### src/rtl/mmio_uart_tx.sv
// mmio_uart_tx
//   Memory-mapped UART transmitter that sits on the core data bus beside data
//   memory. Byte writes to TXDATA go into a TX FIFO. An FSM serializes each
//   byte LSB first onto txd: start bit, 8 data bits, optional even parity bit,
//   stop bit.
//
//   Register window (16 bytes at BASE_ADDR, decoded on addr[3:2]):
//     +0x0 TXDATA  : write pushes wdata[7:0]; reads 0
//     +0x4 STATUS  : {16'b0, count[7:0], 3'b0, parity_en, overflow, busy, empty, full}
//                    writing wdata[3]=1 clears overflow
//     +0x8 DIVISOR : [15:0] read/write; bit period = DIVISOR+1 clk cycles
//     +0xC reserved: reads 0, writes ignored
//
//   Build option: define UART_TX_PARITY_EN to add an even-parity bit between
//   data bit 7 and the stop bit. STATUS bit 4 then reads 1.
//
//   Ports:
//     clk, reset   : clock; asynchronous active-high reset
//     addr, wdata  : core data address and store data
//     we           : core MemWrite
//     sel          : combinational window hit, used by the top level to mux rdata
//     rdata        : combinational read data, 0 when sel=0
//     txd          : registered serial output, idles high
//
//   Bus handshake: a write is a one-cycle strobe (we & sel) that completes at
//   the rising edge it is sampled on. There is no ready/backpressure. A push
//   into a full FIFO is dropped and flagged in STATUS.overflow instead of
//   stalling the core.
module mmio_uart_tx #(
    parameter logic [31:0] BASE_ADDR  = 32'h8000_0000,
    parameter int          FIFO_DEPTH = 8,
    parameter logic [15:0] DIV_RESET  = 16'd433
) (
    input  logic        clk,
    input  logic        reset,
    input  logic [31:0] addr,
    input  logic [31:0] wdata,
    input  logic        we,
    output logic        sel,
    output logic [31:0] rdata,
    output logic        txd
);

    localparam int AW = $clog2(FIFO_DEPTH);
    localparam int CW = AW + 1;
    localparam logic [CW-1:0] FULL_COUNT = CW'(FIFO_DEPTH);

`ifdef UART_TX_PARITY_EN
    localparam logic PARITY_FLAG = 1'b1;
    typedef enum logic [2:0] {S_IDLE, S_START, S_DATA, S_PARITY, S_STOP} state_t;
`else
    localparam logic PARITY_FLAG = 1'b0;
    typedef enum logic [2:0] {S_IDLE, S_START, S_DATA, S_STOP} state_t;
`endif

    state_t          state_q, state_d;
    logic [7:0]      mem_q [FIFO_DEPTH];
    logic [7:0]      mem_d [FIFO_DEPTH];
    logic [AW-1:0]   wr_ptr_q, wr_ptr_d, rd_ptr_q, rd_ptr_d;
    logic [CW-1:0]   count_q, count_d;
    logic            overflow_q, overflow_d;
    logic [15:0]     divisor_q, divisor_d;
    logic [15:0]     timer_q, timer_d;
    logic [7:0]      shift_q, shift_d;
    logic [2:0]      idx_q, idx_d;
    logic            txd_q, txd_d;

    logic [1:0]      reg_idx;
    logic            wr_txdata, wr_status, wr_divisor;
    logic            full, empty, busy, bit_tick, pop, push_ok;
    logic            unused_bits;

    // Address decode and write strobes.
    assign sel        = (addr[31:4] == BASE_ADDR[31:4]);
    assign reg_idx    = addr[3:2];
    assign wr_txdata  = we & sel & (reg_idx == 2'd0);
    assign wr_status  = we & sel & (reg_idx == 2'd1);
    assign wr_divisor = we & sel & (reg_idx == 2'd2);
    assign unused_bits = ^{addr[1:0], wdata[31:16]};

    assign full     = (count_q == FULL_COUNT);
    assign empty    = (count_q == '0);
    assign busy     = (state_q != S_IDLE);
    assign bit_tick = (timer_q == 16'd0);
    assign txd      = txd_q;

    // A push into a full FIFO still fits when the FSM pops the same cycle.
    assign push_ok = wr_txdata & (~full | pop);

    // Next-state logic.
    always_comb begin
        state_d = state_q;
        case (state_q)
            S_IDLE:  if (!empty) state_d = S_START;
            S_START: if (bit_tick) state_d = S_DATA;
            S_DATA: begin
                if (bit_tick && idx_q == 3'd7) begin
`ifdef UART_TX_PARITY_EN
                    state_d = S_PARITY;
`else
                    state_d = S_STOP;
`endif
                end
            end
`ifdef UART_TX_PARITY_EN
            S_PARITY: if (bit_tick) state_d = S_STOP;
`endif
            S_STOP:  if (bit_tick) state_d = empty ? S_IDLE : S_START;
            default: state_d = S_IDLE;
        endcase
    end

    // FSM outputs: pop, shift register, bit index, bit timer and txd.
    // The timer reloads from DIVISOR at every bit boundary, so a DIVISOR write
    // mid-frame only changes the bit period from the next boundary on.
    always_comb begin
        pop     = 1'b0;
        shift_d = shift_q;
        idx_d   = idx_q;
        txd_d   = txd_q;
        timer_d = bit_tick ? timer_q : timer_q - 16'd1;
        case (state_q)
            S_IDLE: begin
                if (!empty) begin
                    pop     = 1'b1;
                    shift_d = mem_q[rd_ptr_q];
                    txd_d   = 1'b0;
                    timer_d = divisor_q;
                end
            end
            S_START: begin
                if (bit_tick) begin
                    txd_d   = shift_q[0];
                    idx_d   = 3'd0;
                    timer_d = divisor_q;
                end
            end
            S_DATA: begin
                if (bit_tick) begin
                    timer_d = divisor_q;
                    if (idx_q == 3'd7) begin
`ifdef UART_TX_PARITY_EN
                        txd_d = ^shift_q;
`else
                        txd_d = 1'b1;
`endif
                    end else begin
                        idx_d = idx_q + 3'd1;
                        txd_d = shift_q[idx_q + 3'd1];
                    end
                end
            end
`ifdef UART_TX_PARITY_EN
            S_PARITY: begin
                if (bit_tick) begin
                    txd_d   = 1'b1;
                    timer_d = divisor_q;
                end
            end
`endif
            S_STOP: begin
                if (bit_tick) begin
                    timer_d = divisor_q;
                    // Back-to-back frames: the next start bit follows the stop
                    // bit with no idle cycle.
                    if (!empty) begin
                        pop     = 1'b1;
                        shift_d = mem_q[rd_ptr_q];
                        txd_d   = 1'b0;
                    end else begin
                        txd_d = 1'b1;
                    end
                end
            end
            default: txd_d = 1'b1;
        endcase
    end

    // FIFO, overflow flag and divisor register.
    always_comb begin
        mem_d = mem_q;
        if (push_ok) mem_d[wr_ptr_q] = wdata[7:0];
        wr_ptr_d = push_ok ? wr_ptr_q + AW'(1) : wr_ptr_q;
        rd_ptr_d = pop ? rd_ptr_q + AW'(1) : rd_ptr_q;
        case ({push_ok, pop})
            2'b10:   count_d = count_q + CW'(1);
            2'b01:   count_d = count_q - CW'(1);
            default: count_d = count_q;
        endcase
        overflow_d = overflow_q;
        if (wr_status && wdata[3]) overflow_d = 1'b0;
        if (wr_txdata && full && !pop) overflow_d = 1'b1;
        divisor_d = wr_divisor ? wdata[15:0] : divisor_q;
    end

    // Combinational read port.
    always_comb begin
        rdata = 32'd0;
        if (sel) begin
            case (reg_idx)
                2'd1:    rdata = {16'd0, 8'(count_q), 3'd0, PARITY_FLAG,
                                  overflow_q, busy, empty, full};
                2'd2:    rdata = {16'd0, divisor_q};
                default: rdata = 32'd0;
            endcase
        end
    end

    // State register.
    always_ff @(posedge clk or posedge reset) begin
        if (reset) state_q <= S_IDLE;
        else       state_q <= state_d;
    end

    // Datapath registers; txd is forced high the moment reset asserts.
    always_ff @(posedge clk or posedge reset) begin
        if (reset) begin
            wr_ptr_q   <= '0;
            rd_ptr_q   <= '0;
            count_q    <= '0;
            overflow_q <= 1'b0;
            divisor_q  <= DIV_RESET;
            timer_q    <= 16'd0;
            shift_q    <= 8'd0;
            idx_q      <= 3'd0;
            txd_q      <= 1'b1;
        end else begin
            wr_ptr_q   <= wr_ptr_d;
            rd_ptr_q   <= rd_ptr_d;
            count_q    <= count_d;
            overflow_q <= overflow_d;
            divisor_q  <= divisor_d;
            timer_q    <= timer_d;
            shift_q    <= shift_d;
            idx_q      <= idx_d;
            txd_q      <= txd_d;
        end
    end

    // FIFO storage needs no reset; only entries below count are ever read.
    always_ff @(posedge clk) begin
        mem_q <= mem_d;
    end

endmodule

### config.mk
export PLATFORM = sky130hd
export DESIGN_NAME = mmio_uart_tx
export DESIGN_NICKNAME = d
export VERILOG_FILES = /design/src/rtl/mmio_uart_tx.sv
export SDC_FILE = /design/constraint.sdc
export NUM_CORES = 1
export LEC_CHECK = 0
export ABC_AREA = 0
export BUFFER_PORTS_ARGS = -buffer_cell sky130_fd_sc_hd__buf_2
export CAP_MARGIN = 20
export CORE_MARGIN = 8
export CORE_UTILIZATION = 55
export CTS_CLUSTER_DIAMETER = 100
export DETAILED_ROUTE_END_ITERATION = 8
export GPL_TIMING_DRIVEN = 0
export PLACE_DENSITY = 0.78
export SYNTH_ARGS = -nofsm -noshare
export SYNTH_HDL_FRONTEND = slang
export SYNTH_SLANG_ARGS = --single-unit
export TNS_END_PERCENT = 30
### constraint.sdc
create_clock -name clk -period 3.7 [get_ports clk]
set_clock_uncertainty 0.15 [all_clocks]
set_input_delay 0.74 -clock clk [delete_from_list [all_inputs] [get_ports clk]]
set_output_delay 0.74 -clock clk [all_outputs]
set_load 0.03 [all_outputs]
Yosys cells after proc, flatten, opt, wreduce, memory -nomap -nowiden
Cells that the tools add are included.
{ "word_totals": {"register_bits": 122, "wordCells": 113, "output_inout_bits": 34, "inputBits": 67} }
{ "op_classes": {"addsub": 6, "order_cmp": 4, "n_mux": 40, "n_reduce_logical": 20, "bitwise_logic": 9, "eq_ne": 16} }
{ "ops": {"columns": ["op", "count"], "rows": [
  ["$bwmux 64", 1],
  ["$mux 16", 4],
  ["$pmux 16 s2", 2],
  ["$mux 8", 5],
  ["$eq 28x28->1 const B", 1],
  ["$bmux 8 s3", 1],
  ["$demux 8 s3", 1],
  ["$mux 3", 7],
  ["$logic_not 16->1", 1],
  ["$pmux 8 s2", 1],
  ["$sub 16x1->16 const B", 1],
  ["$mux 1", 12],
  ["$ne 2x2->1 const B", 6],
  ["$pmux 3 s4", 1],
  ["$reduce_and 4->1", 3],
  ["$add 3x1->3 const B", 3],
  ["$ge 4x4->1 const B", 2],
  ["$not 3->4", 2],
  ["$pmux 4 s2", 1],
  ["$reduce_bool 2->1", 4],
  ["$eq 3x2->1 const B", 2],
  ["$pmux 3 s2", 1],
  ["$and 1x1->1", 5],
  ["$logic_and 1x1->1", 5],
  ["other kinds (21)", 23]
]} }

Longest topological paths before layout
Gate-level depths: netlist (run 1).
{ "depth": {"depth_word": 8, "ltp_mapped": 11, "depth_no_buf": 11} }

Worst setup path before layout (run 1)
OpenSTA, ideal clock, no wires.
{ "synth_path": {"kind": "input-to-output", "startpoint": "input addr[13]", "endpoint": "output rdata[0]", "required_time_ps": 2810, "path_stages": 6, "t_arrival_ps": 2594, "path_buffers": 1, "slack_ps": 216, "cell_sequence": "nor4b_1 nand4_1 nor2_2 clkbuf_1 nand2_1 nor2_1"} }
{ "synth_between": {"elab_chain_cells": 2} }
{ "synth_rtl": {"columns": ["element", "line_no", "text"], "rows": [
  ["start, declared", "36", "input logic [31:0] addr,"],
  ["$eq 28x28->1", "74", "assign sel = (addr[31:4] == BASE_ADDR[31:4]);"],
  ["net sel", "39", "output logic sel,"],
  ["$mux 16", "199", "if (sel) begin"],
  ["end, declared", "40", "output logic [31:0] rdata,"]
]} }
The timed path passes the listed nets, and every way through them passes these cells.

Worst setup path in the final report (run 1)
{ "layout_path": {"startpoint": "register timer_q[0]", "endpoint": "register mem_q[18] in the netlist's numbering, enable pin"} }
{ "layout_between": {"elab_chain_cells": 5} }
{ "layout_rtl": {"columns": ["element", "line_no", "text"], "rows": [
  ["start, declared", "63", "logic [15:0] timer_q, timer_d;"],
  ["start signal, assigned", "233", "timer_q <= timer_d;"],
  ["$logic_not 16->1", "84", "assign bit_tick = (timer_q == 16'd0);"],
  ["$mux 1", "162", "if (bit_tick) begin"],
  ["$pmux 1 s2", "122", "case (state_q)"],
  ["$or 1x1->1", "88", "assign push_ok = wr_txdata & (~full | pop);"],
  ["$and 1x1->1", "88", null],
  ["end signal, assigned", "242", "mem_q <= mem_d;"],
  ["end, declared", "57", "logic [7:0] mem_q [FIFO_DEPTH];"]
]} }
No other way between the ends.
A chain may end at the register's enable or synchronous reset.

==> impl_summary.log, run 1 <==
[metrics] status: complete, no violations
[metrics] Num CTS Buffers: 17
[metrics] Worst Setup EP: mem_q[18]
[metrics] Tmin final: 3.41 ns
[metrics] count of synthesis-stage warnings from yosys: 0
[metrics] horizontal die dimension: between 100 and 150 um
[metrics] met3 track demand over resource: 0.0638
[metrics] fraction of synthesis flops using an asynchronous set or reset pin: 0.471
[metrics] Critical Path Source: timer_q[0]
[metrics] total setup violations reported at the end of the flow: 0
[metrics] overall die height: 119 um
[metrics] Antenna Cells: 0
[metrics] # port buffers: 66
[metrics] maximum cell stage delay along the critical path: 0.64 ns
[metrics] XOR/XNOR Fraction of Synth Area: 0.0315
[metrics] Pre-Repair DR Iteration Count: 4
[metrics] crit start category: register
[metrics] share of the cycle needed by the critical path after routing: 0.922
[metrics] routed wirelength normalized by instance count: 19.7 um
[metrics] number of nets at the end of the flow: 618
[metrics] transition time of the tightest slew-check pin: approximately 0.97 ns
[metrics] static power due to leakage: 3.01 nW
[metrics] main combinational cell family by area after synthesis: multiplexers
[metrics] Longest Clk Path Bufs: 2
[metrics] number of synthesized register bits: 121
[metrics] global-route total usage across every layer: 0.201
[metrics] mux share of post-synthesis cell area: 0.130
[metrics] via/cell ratio: 5.79
[metrics] endpoint of the worst register-to-register path: mem_q[18]
[metrics] relative max-transition margin: 0.347
[metrics] critical path data required time: 3.70 ns
[metrics] ANT nets after route: 0
[metrics] met2 routing resource usage after global routing: 0.326
[metrics] Yosys top cell area share: 0.329
[metrics] starting density of the core: 0.566
[metrics] category of the worst setup path capture point: register
[metrics] Placed Area: 6460 sq um
[metrics] via count of the first global-routing pass: 4182
[metrics] instance count of the mapped netlist: 432
[metrics] worst vdd rail ir drop: 401 uV
[metrics] kind of critical path: register to register
[metrics] busiest metal layer after global routing: met2
[metrics] syn avg cell area: 13.5 sq um
[metrics] Netlist Area Pre-Place: between 5000 and 6000 sq um
[metrics] relative area change from synthesis to final layout: 21.8%
[metrics] upper clock frequency limit: around 0.29 GHz
[metrics] total grt overflow: 0
[metrics] top_reg_cell synth: sky130_fd_sc_hd__edfxtp_1
[metrics] ranking of synthesized cells by area: sky130_fd_sc_hd__edfxtp_1, sky130_fd_sc_hd__dfrtp_1, sky130_fd_sc_hd__mux4_2, sky130_fd_sc_hd__mux2_2, sky130_fd_sc_hd__ha_1
[metrics] part of the Yosys area used for sequential elements: 0.574
[metrics] number of distinct standard cells referenced by the synthesized netlist: between 60 and 70
[metrics] count leader, synth: sky130_fd_sc_hd__edfxtp_1
[metrics] power density relative to cell area: ~540 nW/um^2
[metrics] initial detailed-routing violation count: 279
[metrics] count of pins on the block boundary: 101
[metrics] number of antenna violations at the first check in global routing: 0
[metrics] Core Box Area: 10300 sq um
[metrics] max-cap violations: 0
[metrics] arrival time of data at the critical path endpoint: 3.42 ns
[metrics] cell breakdown of the critical path: inv_1 > ha_1 > nor3b_2 > nand4_4 > o31ai_2 > o211ai_2 > or2_4 > nor2_1
[metrics] placed instance count: 654
[metrics] share of post-route cells with drive strength above 1: 0.358
[metrics] worst r2r path cells: 8
[metrics] slowest stage cell on the critical path: sky130_fd_sc_hd__nor2_1
[metrics] max-slew violation total from the final report: 0
[metrics] post-layout instance area: between 7000 and 8000 sq um
[metrics] Register-to-Register Setup Slack: 0.29 ns
[metrics] post-synthesis adder-cell area fraction: 0.0300
[metrics] Crit Reg-Reg Startpoint: timer_q[0]
[metrics] highest fanout seen on the critical path: 8
[metrics] met1 Resource Use GR: 0.243
[metrics] number of sinks on the clock net: 121
[metrics] unrepaired setup endpoints after global routing: no
[metrics] Clock H-tree levels: 4
[metrics] final estimated routing congestion in global placement: 0.875
[metrics] Root Buffer Master: sky130_fd_sc_hd__clkbuf_8
[metrics] final standard cell count with taps included and fillers excluded: 686
[metrics] number of remaining DRC errors: 0
[metrics] area enclosed by the die boundary: 14200 sq um
[metrics] maximum number of pins on one net before global-route repair: 40
[metrics] class of the most critical hold timing path: input port to async pin
[metrics] fraction of the mapped netlist area in compound gates: 0.0689
[metrics] global-route wire length before repair: 22200 um
[metrics] largest area contributor in the netlist: sky130_fd_sc_hd__edfxtp_1
[metrics] placed wire-length estimate after detailed placement: 9250 um
[metrics] Reg clk slew, reported paths: around 0.060 ns
[metrics] Clk Latency, worst-skew pair: 0.53 ns
[metrics] routed wire length: 13500 um
[metrics] commonest cells in the synthesized netlist: sky130_fd_sc_hd__edfxtp_1, sky130_fd_sc_hd__dfrtp_1, sky130_fd_sc_hd__nand2_1
[metrics] Post-synth EDFFs: 64
[metrics] Post-Synth Simple-Gate Area: 0.126
[metrics] count of buffers added by post-CTS timing repair for setup: 0
[metrics] row cnt: 37
[metrics] hold violation count in the final report: 0
[metrics] CTS tree: done
[metrics] routed vias: 3975
## routing by layer
metal,routed length (um),share of wire,vias to the layer above
met4,211,0.016,0
li1,-,-,1794
met1,5600,0.41,1999
met5,0,0,-
met2,6810,0.50,164
met3,933,0.069,18
## critical path, delay by kind of cell (launching register included)
family / cells / cell delay, ns
AOI/OAI and AO/OA: 2 / 0.79
and+or+nand+nor: 4 / 1.42
DFF: 1 / 0.42
adders and majority gates: 1 / 0.16
buffers and inverters: 1 / 0.09
## cell usage in the layout, fill, tap and decap left out, drive strengths merged, types with 7 or more instances in the layout
master  instances
a22o            7
a22oi          10
and3            9
buf            96
clkbuf         25
conb           16
dfrtp          51
edfxtp         64
ha             14
inv            13
mux2           23
mux2i           9
mux4           18
nand2          40
nor2           27
nor3            8
nor4           15
o21ai          25
xnor2          13
xor2            8
## cells by family (layout without fill, tap and decap cells)
| logic type | after synthesis | after routing |
|---|---|---|
| flops | 121 | 121 |
| xor+xnor | 21 | 21 |
| compound gates | 56 | 56 |
| other cells | 1 | 16 |
| buf+inv | 43 | 146 |
| simple gates | 126 | 126 |
| mux | 50 | 50 |
| fa+ha+maj | 14 | 14 |
## area by class of cell
class                           instances  area, sq um
Buffer                                 33          193
Clock buffer                           17          414
Clock inverter                         15          246
Fill cell                             704         3200
Inverter                               10         37.5
Multi-Input combinational cell        283         2320
Sequential cell                       121         3360
Tap cell                              136          170
Timing Repair Buffer                   71          380
## sequential cells by signal, summed over array words and instances, names as in the netlist
| register | flops |
|---|---|
| divisor_q | 16 |
| txd | 1 |
| rd_ptr_q | 3 |
| timer_q | 16 |
| state_q | 2 |
| shift_q | 8 |
| overflow_q | 1 |
| mem_q | 64 |
| count_q | 4 |
| idx_q | 3 |
| wr_ptr_q | 3 |
## through the flow
| step | hold WS [ns] | power, W | setup TNS [ns] | util | setup slack, ns |
|---|---|---|---|---|---|
| 5_1_grt | 0.0904 | 0.00395 | 0 | 0.690 | 0.0696 |
| 3_5_place_dp | 0.317 | 0.00200 | 0 | 0.626 | 0.183 |
| 4_1_cts | 0.0598 | 0.00385 | 0 | 0.690 | 0.164 |
| 6_report | 0.0577 | 0.00383 | 0 | 0.690 | 0.288 |
| 3_3_place_gp | 0.311 | 0.00198 | -1.72 | 0.620 | -0.215 |
| 2_1_floorplan | 0.295 | 0.00187 | 0 | - | 0.216 |
## timing repair
item	in CTS	in global routing
setup endpoints to repair	0	8
gates resized for setup	0	2
hold buffers	0	0
## worst min path at each step
stage | endpoint | from | cells after the start | slack [ns]
floorplan | shift_q[5] | shift_q[5] | 2 | 0.29
global placement | shift_q[7] | shift_q[7] | 2 | 0.31
detailed placement | shift_q[4] | shift_q[4] | 2 | 0.32
CTS | idx_q[0] | reset | 2 | 0.06
global route | idx_q[0] | reset | 2 | 0.09
finish | idx_q[0] | reset | 2 | 0.06
## power by group
| part | internal (W) | leakage (nW) | switching, W |
|---|---|---|---|
| logic | 0.000206 | 1.40 | 0.000240 |
| clock network | 0.00123 | 0.314 | 0.000611 |
| registers | 0.00149 | 1.29 | 0.0000463 |
No activity file was read; power rests on OpenSTA's default activity.
==> run 2: changes to the inputs <==
==> constraint.sdc (replaced) <==
create_clock -name clk -period 3.7 [get_ports clk]
set_clock_uncertainty 0.15 [all_clocks]
set_input_delay 0.37 -clock clk [delete_from_list [all_inputs] [get_ports clk]]
set_output_delay 0.37 -clock clk [all_outputs]
set_load 0.03 [all_outputs]
==> run 2 against run 1 <==
- combinational power up 3%
- flip-flop and latch count unchanged
- clock power about the same
==> impl_summary.log, run 2 (same netlist as run 1, synthesis figures left out) <==
[metrics] status: complete, no violations
[metrics] relative area change from synthesis to final layout: 24.0%
[metrics] Num CTS Buffers: 17 (unchanged)
[metrics] routed wire length: 13800 um (+1.5%)
[metrics] final estimated routing congestion in global placement: 0.875 (unchanged)
[metrics] Post-Route Hold Slack: 0.0120 ns (-0.0457 ns)
[metrics] registers with the most flip-flops: mem_q x64, divisor_q x16, timer_q x16
[metrics] highest fanout seen on the critical path: 8 (unchanged)
[metrics] power density relative to cell area: 530 nW/um^2 (-1.4%)
[metrics] Sequential Power Share: 0.400 (-0.002)
[metrics] CTS tree: done
[metrics] Clk Latency, worst-skew pair: 0.53 ns (about the same)
[metrics] # port buffers: 66 (unchanged)
[metrics] Core Box Area: 10300 sq um (unchanged)
[metrics] Root Buffer Master: sky130_fd_sc_hd__clkbuf_8
[metrics] upper clock frequency limit: 0.294 GHz (+0.46%)
[metrics] post-cts resize count: 0 (unchanged)
[metrics] flip-flop count of the largest register after layout: 64 (unchanged)
[metrics] horizontal die dimension: 119 um (unchanged)
[metrics] static power due to leakage: 3.06 nW (+1.7%)
[metrics] max-slew violation total from the final report: 0 (unchanged)
[metrics] unrepaired setup endpoints after global routing: no
[metrics] category of the worst setup path capture point: register
[metrics] routed vias: 4048 (+1.8%)
[metrics] maximum number of pins on one net before global-route repair: 40 (unchanged)
[metrics] footprint of the multi-input gates: 2320 sq um (unchanged)
[metrics] share of the cycle needed by the critical path after routing: 0.918 (-0.00423)
[metrics] number of remaining DRC errors: 0 (unchanged)
[metrics] worst r2r path cells: 8 (unchanged)
[metrics] Bufs and invs on worst path: 1 (unchanged)
[metrics] largest register by flop count: mem_q
[metrics] worst vdd rail ir drop: 413 uV (+3.0%)
[metrics] relative contribution of combinational cells to total power: 0.119 (+0.002)
[metrics] relative max-transition margin: 0.350 (+0.00356)
[metrics] number of antenna violations at the first check in global routing: 0 (unchanged)
[metrics] Antenna Cells: 0 (unchanged)
[metrics] Reg clk slew, reported paths: 0.06 ns (about the same)
[metrics] global-route wire length before repair: 22500 um (+1.3%)
[metrics] number of fill cells in the layout: 682 (-3.1%)
[metrics] highest-count cells in the layout ignoring fill and taps: sky130_fd_sc_hd__buf_2, sky130_fd_sc_hd__edfxtp_1, sky130_fd_sc_hd__dfrtp_1
[metrics] max-cap violations: 0 (unchanged)
[metrics] final standard cell count with taps included and fillers excluded: 699 (+1.9%)
[metrics] starting density of the core: 0.566 (unchanged)
[metrics] aggregate negative setup slack: 0 ns (unchanged)
[metrics] ANT nets after route: 0 (unchanged)
[metrics] Tmin final: 3.40 ns (-0.0157 ns)
[metrics] Placed Area: 6460 sq um (unchanged)
[metrics] area enclosed by the die boundary: 14200 sq um (unchanged)
[metrics] critical path's top delay family: simple AND/OR/NAND/NOR gates
[metrics] kind of critical path: register to register
[metrics] critical path data required time: 3.71 ns (about the same)
[metrics] number of cells on the critical path: 8 (unchanged)
[metrics] total area of sequential cells: 3360 sq um (unchanged)
[metrics] arrival time of data at the critical path endpoint: 3.40 ns (-0.02 ns)
[metrics] most frequent standard cell in the layout excluding fill and tap cells: sky130_fd_sc_hd__buf_2
[metrics] cell breakdown of the critical path: inv_1 > ha_1 > nor3b_2 > nand4_4 > o31ai_2 > o211ai_2 > or2_4 > nor2_1
[metrics] slowest stage cell on the critical path: sky130_fd_sc_hd__nor2_1
[metrics] transition time of the tightest slew-check pin: 0.966 ns (-0.00529 ns)
[metrics] number of nets at the end of the flow: 631 (+2.1%)
[metrics] via count of the first global-routing pass: 4236 (+1.3%)
[metrics] count of pins on the block boundary: 101 (unchanged)
[metrics] global-route total usage across every layer: 0.204 (+0.00280)
[metrics] placed instance count: 654 (unchanged)
[metrics] overall die height: 119 um (unchanged)
[metrics] Pre-Repair DR Iteration Count: 5 (+1)
[metrics] Switch Pwr: 0.000905 W (+0.84%)
[metrics] placed wire-length estimate after detailed placement: 9250 um (unchanged)
[metrics] share of post-route cells with drive strength above 1: 0.348 (-0.0100)
[metrics] maximum cell stage delay along the critical path: 0.63 ns (about the same)
[metrics] post-layout instance area: 7250 sq um (+1.8%)
[metrics] row cnt: 37 (unchanged)
[metrics] routed wirelength normalized by instance count: 19.7 um (-0.37%)
[metrics] total setup violations reported at the end of the flow: 0 (unchanged)
[metrics] cell internal power dissipation: 0.00294 W (+0.31%)
[metrics] WHS Path Cells: 1
[metrics] Switching Share: 0.236 (+0.000948)
[metrics] Longest Clk Path Bufs: 2 (unchanged)
[metrics] proportion of power drawn by the clock network: 0.481 (about the same)
[metrics] count of buffers added by post-CTS timing repair for setup: 0 (unchanged)
[metrics] total grt overflow: 0 (unchanged)
[metrics] Final Total Pwr: 0.00384 W (+0.43%)
[metrics] Clock H-tree levels: 4 (unchanged)
[metrics] initial detailed-routing violation count: 303 (+8.6%)
[metrics] number of sinks on the clock net: 121 (unchanged)
[metrics] crit start category: register
[metrics] hold violation count in the final report: 0 (unchanged)
[metrics] class of the most critical hold timing path: input port to register
[metrics] via/cell ratio: 5.79 (about the same)
==> run 2: power by group through the flow <==
stage	Combinational, W	Clock (W)	Sequential [W]
floorplan	0.000310	0	0.00156
global placement	0.000421	0	0.00156
detailed placement	0.000437	0	0.00156
CTS	0.000461	0.00186	0.00154
global route	0.000503	0.00191	0.00155
finish	0.000458	0.00185	0.00154
==> run 2: stage by stage <==
| step | utilization | setup WS, ns |
|---|---|---|
| 2_1_floorplan | - | 0.744 |
| 5_1_grt | 0.702 | 0.0696 |
| 6_report | 0.702 | 0.304 |
| 4_1_cts | 0.702 | 0.263 |
| 3_3_place_gp | 0.620 | -0.212 |
| 3_5_place_dp | 0.626 | 0.316 |
==> run 2: what timing repair did <==
action,in CTS,in global routing
hold buffers,13,0
setup endpoints to repair,0,0
hold endpoints to repair,53,0
==> run 2: worst register-to-register path: stages, from the launching register on <==
cell and delay, ns:
sky130_fd_sc_hd__dfrtp_1 0.42, sky130_fd_sc_hd__inv_1 0.10, sky130_fd_sc_hd__ha_1 0.16, sky130_fd_sc_hd__nor3b_2 0.25, sky130_fd_sc_hd__nand4_4 0.21, sky130_fd_sc_hd__o31ai_2 0.50
sky130_fd_sc_hd__o211ai_2 0.29, sky130_fd_sc_hd__or2_4 0.33, sky130_fd_sc_hd__nor2_1 0.63
==> run 2: cell type report <==
type / count / share of cell area
multi-input cells: 283 / 0.321
inverters: 10 / 0.00518
flip-flops and latches: 121 / 0.463
repair buffers: 84 / 0.0704
well taps: 136 / 0.0235
plain buffers: 33 / 0.0264
clock inverters: 15 / 0.0340
clock buffers: 17 / 0.0571
==> run 2: layer usage <==
layer | GRT usage | vias to the layer above | wire length [um]
li1 | - | 1821 | -
met1 | 0.245 | 2028 | 5520
met2 | 0.332 | 171 | 6940
met3 | 0.0657 | 28 | 1010
met4 | 0.0862 | 0 | 277
met5 | 0 | - | 0
==> run 2: final timing paths <==
path | startpoint | endpoint | slack (ns)
setup / recovery | timer_q[0] | mem_q[18] | 0.30
hold / removal | wdata[7] | mem_q[23] | 0.01
setup reg to reg | timer_q[0] | mem_q[18] | 0.30
hold reg to reg | txd | txd | 0.33
max in group asynchronous | reset | divisor_q[8] | 2.52
min in group asynchronous | reset | idx_q[0] | 0.24
